--- config.mk ---
export PLATFORM = sky130hd
export DESIGN_NAME = mod60_run_ctrl_flat
export DESIGN_NICKNAME = d
export VERILOG_FILES = /design/src/rtl/mod60_pkg.sv /design/src/rtl/mod60_run_ctrl_if.sv /design/src/rtl/btn_debounce.sv /design/src/rtl/mod60_run_ctrl.sv /design/src/flat_wrapper.sv
export SDC_FILE = /design/constraint.sdc
export NUM_CORES = 1
export LEC_CHECK = 0
export ABC_AREA = 0
export CORE_MARGIN = 8
export CORE_UTILIZATION = 40
export CTS_CLUSTER_DIAMETER = 30
export CTS_CLUSTER_SIZE = 12
export DETAILED_ROUTE_END_ITERATION = 12
export GPL_TIMING_DRIVEN = 1
export PLACE_DENSITY_LB_ADDON = 0.2
export SLEW_MARGIN = 20
export SYNTH_ARGS = -nofsm -noshare
export SYNTH_HDL_FRONTEND = slang
export SYNTH_SLANG_ARGS = --single-unit
--- constraint.sdc ---
create_clock -name clki -period 2.3 [get_ports clki]
set_input_delay 0.575 -clock clki [delete_from_list [all_inputs] [get_ports clki]]
set_output_delay 0.575 -clock clki [all_outputs]
set_load 0.05 [all_outputs]
--- src/rtl/mod60_pkg.sv ---
// Shared definitions for the mod-60 run controller.
//   - state_e    : FSM state encodings (value is driven out on state_o)
//   - ONES_MAX / TENS_MAX : BCD digit limits for a 00..59 count
//   - bcd_inc()  : one-step BCD increment of the tens:ones pair with wrap flag
package mod60_pkg;

  typedef enum logic [1:0] {
    ST_IDLE  = 2'd0,
    ST_RUN   = 2'd1,
    ST_PAUSE = 2'd2,
    ST_SET   = 2'd3
  } state_e;

  localparam logic [3:0] ONES_MAX = 4'd9;
  localparam logic [3:0] TENS_MAX = 4'd5;

  typedef struct packed {
    logic [3:0] tens;
    logic [3:0] ones;
    logic       wrap;   // set when 59 rolls over to 00
  } bcd_next_t;

  // Increment tens:ones by one. Comparisons use >= so that a corrupted digit
  // (which normal operation never produces) still folds back into range.
  function automatic bcd_next_t bcd_inc(input logic [3:0] tens, input logic [3:0] ones);
    bcd_next_t r;
    r.tens = tens;
    r.ones = ones;
    r.wrap = 1'b0;
    if (ones >= ONES_MAX) begin
      r.ones = 4'd0;
      if (tens >= TENS_MAX) begin
        r.tens = 4'd0;
        r.wrap = 1'b1;
      end else begin
        r.tens = tens + 4'd1;
      end
    end else begin
      r.ones = ones + 4'd1;
    end
    return r;
  endfunction

endpackage

--- src/rtl/mod60_run_ctrl_if.sv ---
// Bundle of the controller's functional signals (everything except clock/reset).
//   tick_en            : 1 Hz enable strobe into the controller
//   btn_start/set/clr  : raw active-high push-buttons
//   led1 / led2        : BCD ones / tens digit of the count
//   running            : high while the FSM is in RUN
//   carry_out          : one-cycle pulse on a RUN-tick wrap 59 -> 00
//   state_o            : current FSM state code
// master = environment driving buttons/strobe, slave = the controller.
interface mod60_run_ctrl_if;
  logic       tick_en;
  logic       btn_start;
  logic       btn_set;
  logic       btn_clr;
  logic [3:0] led1;
  logic [3:0] led2;
  logic       running;
  logic       carry_out;
  logic [1:0] state_o;

  modport master (
    output tick_en, btn_start, btn_set, btn_clr,
    input  led1, led2, running, carry_out, state_o
  );

  modport slave (
    input  tick_en, btn_start, btn_set, btn_clr,
    output led1, led2, running, carry_out, state_o
  );
endinterface

--- src/rtl/btn_debounce.sv ---
// Push-button conditioner: 2-FF synchronizer, stability counter and a
// one-cycle press pulse on an accepted 0->1 level change.
//   clki     : system clock
//   rs       : asynchronous active-low reset (level taken as released)
//   btn_raw  : raw asynchronous button input
//   press_o  : registered one-cycle pulse, DEB_CYCLES+2 clocks after a clean edge
module btn_debounce #(
  parameter int DEB_CYCLES = 20,
  parameter int DEB_W      = 5
) (
  input  logic clki,
  input  logic rs,
  input  logic btn_raw,
  output logic press_o
);

  // The accepted level flips on the DEB_CYCLES-th consecutive differing sample,
  // i.e. when the counter already holds DEB_CYCLES-1.
  localparam logic [DEB_W-1:0] DEB_LAST = DEB_W'(DEB_CYCLES - 1);

  logic             meta_q,  meta_d;
  logic             sync_q,  sync_d;
  logic             level_q, level_d;
  logic             press_q, press_d;
  logic [DEB_W-1:0] cnt_q,   cnt_d;

  // Synchronizer, stability counter and level/pulse generation.
  always_comb begin
    meta_d  = btn_raw;
    sync_d  = meta_q;
    level_d = level_q;
    cnt_d   = cnt_q;
    press_d = 1'b0;
    if (sync_q == level_q) begin
      cnt_d = {DEB_W{1'b0}};
    end else if (cnt_q == DEB_LAST) begin
      cnt_d   = {DEB_W{1'b0}};
      level_d = sync_q;
      press_d = sync_q;   // only a rising accepted level yields a pulse
    end else begin
      cnt_d = cnt_q + DEB_W'(1);
    end
  end

  // State registers; reset leaves the button seen as released.
  always_ff @(posedge clki or negedge rs) begin
    if (!rs) begin
      meta_q  <= 1'b0;
      sync_q  <= 1'b0;
      level_q <= 1'b0;
      press_q <= 1'b0;
      cnt_q   <= {DEB_W{1'b0}};
    end else begin
      meta_q  <= meta_d;
      sync_q  <= sync_d;
      level_q <= level_d;
      press_q <= press_d;
      cnt_q   <= cnt_d;
    end
  end

  assign press_o = press_q;

endmodule

--- src/rtl/mod60_run_ctrl.sv ---
// Run/pause/set/clear controller with an embedded BCD mod-60 counter.
//   clki : system clock, rising edge
//   rs   : asynchronous active-low reset
//   bus  : mod60_run_ctrl_if.slave -- tick strobe and raw buttons in,
//          BCD digits, running flag, carry pulse and state code out
// Per-cycle priority of actions: clr > set > start > tick_en; at most one
// count change per cycle. All outputs come straight from registers.
module mod60_run_ctrl
  import mod60_pkg::*;
#(
  parameter int DEB_CYCLES = 20,
  parameter int DEB_W      = 5
) (
  input logic              clki,
  input logic              rs,
  mod60_run_ctrl_if.slave  bus
);

  logic start_pulse;
  logic set_pulse;
  logic clr_pulse;

  btn_debounce #(.DEB_CYCLES(DEB_CYCLES), .DEB_W(DEB_W)) u_deb_start (
    .clki(clki), .rs(rs), .btn_raw(bus.btn_start), .press_o(start_pulse)
  );
  btn_debounce #(.DEB_CYCLES(DEB_CYCLES), .DEB_W(DEB_W)) u_deb_set (
    .clki(clki), .rs(rs), .btn_raw(bus.btn_set), .press_o(set_pulse)
  );
  btn_debounce #(.DEB_CYCLES(DEB_CYCLES), .DEB_W(DEB_W)) u_deb_clr (
    .clki(clki), .rs(rs), .btn_raw(bus.btn_clr), .press_o(clr_pulse)
  );

  state_e     state_q,   state_d;
  logic [3:0] ones_q,    ones_d;
  logic [3:0] tens_q,    tens_d;
  logic       running_q, running_d;
  logic       carry_q,   carry_d;
  bcd_next_t  bcd_nxt;

  // State and output registers.
  always_ff @(posedge clki or negedge rs) begin
    if (!rs) begin
      state_q   <= ST_IDLE;
      ones_q    <= 4'd0;
      tens_q    <= 4'd0;
      running_q <= 1'b0;
      carry_q   <= 1'b0;
    end else begin
      state_q   <= state_d;
      ones_q    <= ones_d;
      tens_q    <= tens_d;
      running_q <= running_d;
      carry_q   <= carry_d;
    end
  end

  // Next-state logic driven by the debounced press pulses.
  always_comb begin
    state_d = state_q;
    if (clr_pulse) begin
      state_d = ST_IDLE;
    end else if (set_pulse) begin
      case (state_q)
        ST_IDLE:  state_d = ST_SET;
        ST_RUN:   state_d = ST_SET;
        ST_PAUSE: state_d = ST_SET;
        ST_SET:   state_d = ST_PAUSE;
        default:  state_d = ST_IDLE;
      endcase
    end else if (start_pulse) begin
      case (state_q)
        ST_IDLE:  state_d = ST_RUN;
        ST_RUN:   state_d = ST_PAUSE;
        ST_PAUSE: state_d = ST_RUN;
        ST_SET:   state_d = ST_SET;   // start is a count action in SET
        default:  state_d = ST_IDLE;
      endcase
    end else begin
      state_d = state_q;
    end
  end

  // Count, carry and running-flag logic.
  always_comb begin
    bcd_nxt   = bcd_inc(tens_q, ones_q);
    ones_d    = ones_q;
    tens_d    = tens_q;
    carry_d   = 1'b0;
    running_d = (state_d == ST_RUN);
    if (clr_pulse) begin
      ones_d = 4'd0;
      tens_d = 4'd0;
    end else if (set_pulse) begin
      // A set press changes state only; any coincident tick is dropped.
      ones_d = ones_q;
      tens_d = tens_q;
    end else if (start_pulse) begin
      if (state_q == ST_SET) begin
        // Manual increment wraps like a tick but never raises carry_out.
        ones_d = bcd_nxt.ones;
        tens_d = bcd_nxt.tens;
      end else begin
        ones_d = ones_q;
        tens_d = tens_q;
      end
    end else if (bus.tick_en && (state_q == ST_RUN)) begin
      ones_d  = bcd_nxt.ones;
      tens_d  = bcd_nxt.tens;
      carry_d = bcd_nxt.wrap;
    end else begin
      ones_d = ones_q;
      tens_d = tens_q;
    end
  end

  assign bus.led1      = ones_q;
  assign bus.led2      = tens_q;
  assign bus.running   = running_q;
  assign bus.carry_out = carry_q;
  assign bus.state_o   = state_q;

endmodule

--- src/flat_wrapper.sv ---
// flat-port wrapper written by rule: the top's interface ports become plain ports
module mod60_run_ctrl_flat import mod60_pkg::*;
#(
  parameter int DEB_CYCLES = 20,
  parameter int DEB_W      = 5
)
  (clki, rs, bus_tick_en, bus_btn_start, bus_btn_set, bus_btn_clr, bus_led1, bus_led2, bus_running, bus_carry_out, bus_state_o);
  mod60_run_ctrl_if bus_i ();
  input logic clki;
  input logic rs;
  input wire logic [$bits(bus_i.tick_en)-1:0] bus_tick_en;
  input wire logic [$bits(bus_i.btn_start)-1:0] bus_btn_start;
  input wire logic [$bits(bus_i.btn_set)-1:0] bus_btn_set;
  input wire logic [$bits(bus_i.btn_clr)-1:0] bus_btn_clr;
  output wire logic [$bits(bus_i.led1)-1:0] bus_led1;
  output wire logic [$bits(bus_i.led2)-1:0] bus_led2;
  output wire logic [$bits(bus_i.running)-1:0] bus_running;
  output wire logic [$bits(bus_i.carry_out)-1:0] bus_carry_out;
  output wire logic [$bits(bus_i.state_o)-1:0] bus_state_o;
  assign bus_i.tick_en = bus_tick_en;
  assign bus_i.btn_start = bus_btn_start;
  assign bus_i.btn_set = bus_btn_set;
  assign bus_i.btn_clr = bus_btn_clr;
  assign bus_led1 = bus_i.led1;
  assign bus_led2 = bus_i.led2;
  assign bus_running = bus_i.running;
  assign bus_carry_out = bus_i.carry_out;
  assign bus_state_o = bus_i.state_o;
  mod60_run_ctrl #(.DEB_CYCLES(DEB_CYCLES), .DEB_W(DEB_W)) u_core (.clki(clki), .rs(rs), .bus(bus_i));
endmodule
==> run_results.csv <==
group,metric,value,unit
outcome,status,"completed",
worst_setup_path,critPathRequiredTime,1.73,ns
die,io_pins,18,
clocking,clockBufferDepth,2,
min_path,hold_path.class,"reg -> reg",
power,cellPowerDensity,585.6,mW/mm2
worst_setup_path,crit_path_end_kind,"output pin",
global_route,grt_antenna_before_repair,0,
cells_and_area,areaGrowthSynthToFinish,16.92,%
min_path,holdPathStages,0,
worst_setup_path,arrival,1.61,ns
power,ir_worst_vdd,0.2578,mV
synthesis,seq_area_frac_synth,0.5567,
routing,antenna_left,0,
synthesis,synth_cell_types,34,
global_route,grt_pass1_wl,5354,um
cells_and_area,drive_above_1_share,0.08242,
placed_design,portBuffers,17,
power,combPwrFrac,0.042,
synthesis,syn_avg_cell_area,11.02,um2
sta,hold_viol_final,0,
global_route,grt_usage,0.1028,
sta,finalSetupViolCount,0,
power,p_sw_frac,0.2176,
cells_and_area,final_net_count,196,
worst_setup_path,crit_family,"buffers and inverters",
synthesis,netlist.top_cell.by_area,"dfrtp_1",
worst_setup_path,r2r_cells,6,
synthesis,yosys-top-cells-count,"dfrtp_1, nor2_1, a21oi_1",
worst_setup_path,path_cells,"clkdlybuf4s50_1",
routing,firstDrtPassIters,4,
clocking,clock_latency,0.28,ns
worst_setup_path,path_max_fanout,6,
worst_setup_path,crit_type,"reg -> out",
worst_setup_path,cp.depth,1,
synthesis,async_flop_share,1.000,
synthesis,syn-num-nets,174,
synthesis,yosys_warnings,0,
synthesis,synth_seq_cells,39,
job,cap_violations,0,
sta,max_slew_margin,0.4404,
placed_design,numPlacedInstances,226,
worst_setup_path,cp_slowest_cell,"clkdlybuf4s50_1",
sta,tns,0,ns
sta,max_freq,457.9,MHz
die,initial_core_util,0.4082,
global_route,grt_max_degree,40,
cells_and_area,final-seq-area,975.9,um2
clocking,cts_tree,"built",
synthesis,syn_area,0.001753,mm2
placed_design,place_hpwl,2175,um
worst_setup_path,start_kind,"register",
power,power.leakage,0.9084,nW
worst_setup_path,r2r-end,"u_core.bus.led2[2]",
global_route,grt_overflow_total,0,
sta,finalMaxSlewViolations,0,
power,p_switching,261.2,uW
sta,whs,0.3520,ns
synthesis,synthCells,159,
clocking,post_cts_buffers,0,
synthesis,synth_area_leaders,"dfrtp_1, ha_1, nor2_1",
cells_and_area,fin_cells,234,
sta,period_share,0.9495,
power,p_int,939.0,uW
cells_and_area,diodes,0,
clocking,root_buffer,"clkbuf_8",
clocking,cts_resized,0,
synthesis,yosysMostFrequentCell,"dfrtp_1",
clocking,htree_levels,2,
clocking,clkTransAtPathRegs,0.07,ns
die,rows,24,
power,seq_power_share,0.597,
worst_setup_path,reg2reg_slack,0.54,ns
worst_setup_path,max_stage_delay,0.85,ns
min_path,hp-start,"u_core.u_deb_start.meta_q",
die,coreArea,0.004294,mm2
clocking,cts_buffers,5,
global_route,grt_pass1_vias,1200,
die,die_x,82.20,um
min_path,hold_path_end,"u_core.u_deb_start.sync_q",
worst_setup_path,regToRegStartpoint,"u_core.bus.led1[0]",
die,die_h,82.20,um
routing,vias,1216,
routing,drt_iter0_markers,33,
routing,vias_per_cell,5.197,
die,dieArea,0.006757,mm2
routing,wirelength,3097,um
synthesis,synth_top_area_frac,0.5567,
clocking,cts_hold_buf,0,
power,clock_power_share,0.361,
sta,finClkSkew,0.005897,ns
synthesis,synth_edf_count,0,
routing,wl_per_cell,13.24,um
cells_and_area,multi_input_area,739.5,um2
routing,drc,0,
worst_setup_path,critPathBufInv,1,
sta,tightestPinTransition,0.8394,ns
sta,rsz0062_at_grt,"no",
synthesis,synth_ff_type,"dfrtp_1",
sta,min_period,2.184,ns
placed_design,place.gp.congestion,0.8045,
cells_and_area,fillers,392,
clocking,cts.sinks,39,
-- power by group through the flow --
stage / sequential (mW) / clock, mW / combinational [mW]
final: 0.716 / 0.433 / 0.0510
after global routing: 0.718 / 0.488 / 0.0610
after CTS: 0.716 / 0.459 / 0.0530
after detailed placement: 0.730 / 0 / 0.0526
after global placement: 0.728 / 0 / 0.0508
after floorplan: 0.727 / 0 / 0.0265
-- layout make-up --
class	count	share of cell area
Multi-Input combinational cell	112	0.3608
Inverter	6	0.01099
Tap cell	52	0.03175
Clock buffer	7	0.03724
Clock inverter	1	0.002442
Timing Repair Buffer	17	0.08059
Sequential cell	39	0.4762
-- sequential cells by signal, indices dropped and copies added (netlist names), 2 cells and up --
signal	count
u_core.u_deb_start.cnt_q	5
u_core.u_deb_clr.cnt_q	5
u_core.bus.state_o	2
u_core.bus.led2	4
u_core.bus.led1	4
u_core.u_deb_set.cnt_q	5
-- per-stage QoR --
| step | setup slack [ns] | cell area, um2 | util | power [mW] |
|---|---|---|---|---|
| final | 0.1161 | 2049 | 0.4773 | 1.200 |
| after floorplan | 0.1677 | 1753 | - | 0.7535 |
| after global routing | 0.05310 | 2049 | 0.4773 | 1.268 |
| after detailed placement | 0.1955 | 1968 | 0.4583 | 0.7824 |
| after CTS | 0.09148 | 2049 | 0.4773 | 1.228 |
| after global placement | 0.2045 | 1968 | 0.4583 | 0.7790 |
-- cell usage in the layout (no fill, tap or decap), types with 2 or more instances in the layout --
master            n
nand4_1           3
clkbuf_1          2
xor2_1            6
clkdlybuf4s50_1  16
o21ai_1           2
nand3_1          10
and2_1            2
o21ai_0           7
mux2_2            5
inv_1             6
nor4_1            2
a21oi_1          11
nor3_1            3
ha_1              9
nor2_1           17
clkbuf_8          5
nor2b_1           4
nand2_1           8
dfrtp_1          39
nand2b_1          2
nor3b_1           4
xnor2_1           4
-- per-layer routing --
layer / wire length (um) / track usage / vias to the layer above
met4: 63 / 0.05263 / 0
li1: - / - / 590
met1: 1456 / 0.1220 / 591
met3: 193 / 0.03788 / 6
met5: 0 / 0 / -
met2: 1384 / 0.1597 / 29
-- kinds of logic (layout without fill, tap and decap cells) --
kind of cell / count (synthesis) / count (layout) / share of synthesized area
simple gates: 63 / 63 / 0.1956
flops: 39 / 39 / 0.5567
compound gates: 25 / 25 / 0.07995
xor+xnor: 10 / 10 / 0.04996
fa+ha+maj: 9 / 9 / 0.06424
buf+inv: 8 / 31 / 0.02141
mux: 5 / 5 / 0.03212
-- worst max-delay path by stage --
stage	to	start	slack [ns]
after floorplan	u_core.bus.led2[2]	u_core.bus.led1[0]	0.17
after global placement	u_core.bus.led2[2]	bus_tick_en	0.20
after detailed placement	u_core.bus.led2[2]	bus_tick_en	0.20
after CTS	bus_led1[3]	u_core.bus.led1[3]	0.09
after global routing	bus_state_o[0]	u_core.bus.state_o[0]	0.05
final	bus_led1[3]	u_core.bus.led1[3]	0.12
No activity file was read; power rests on OpenSTA's default activity.
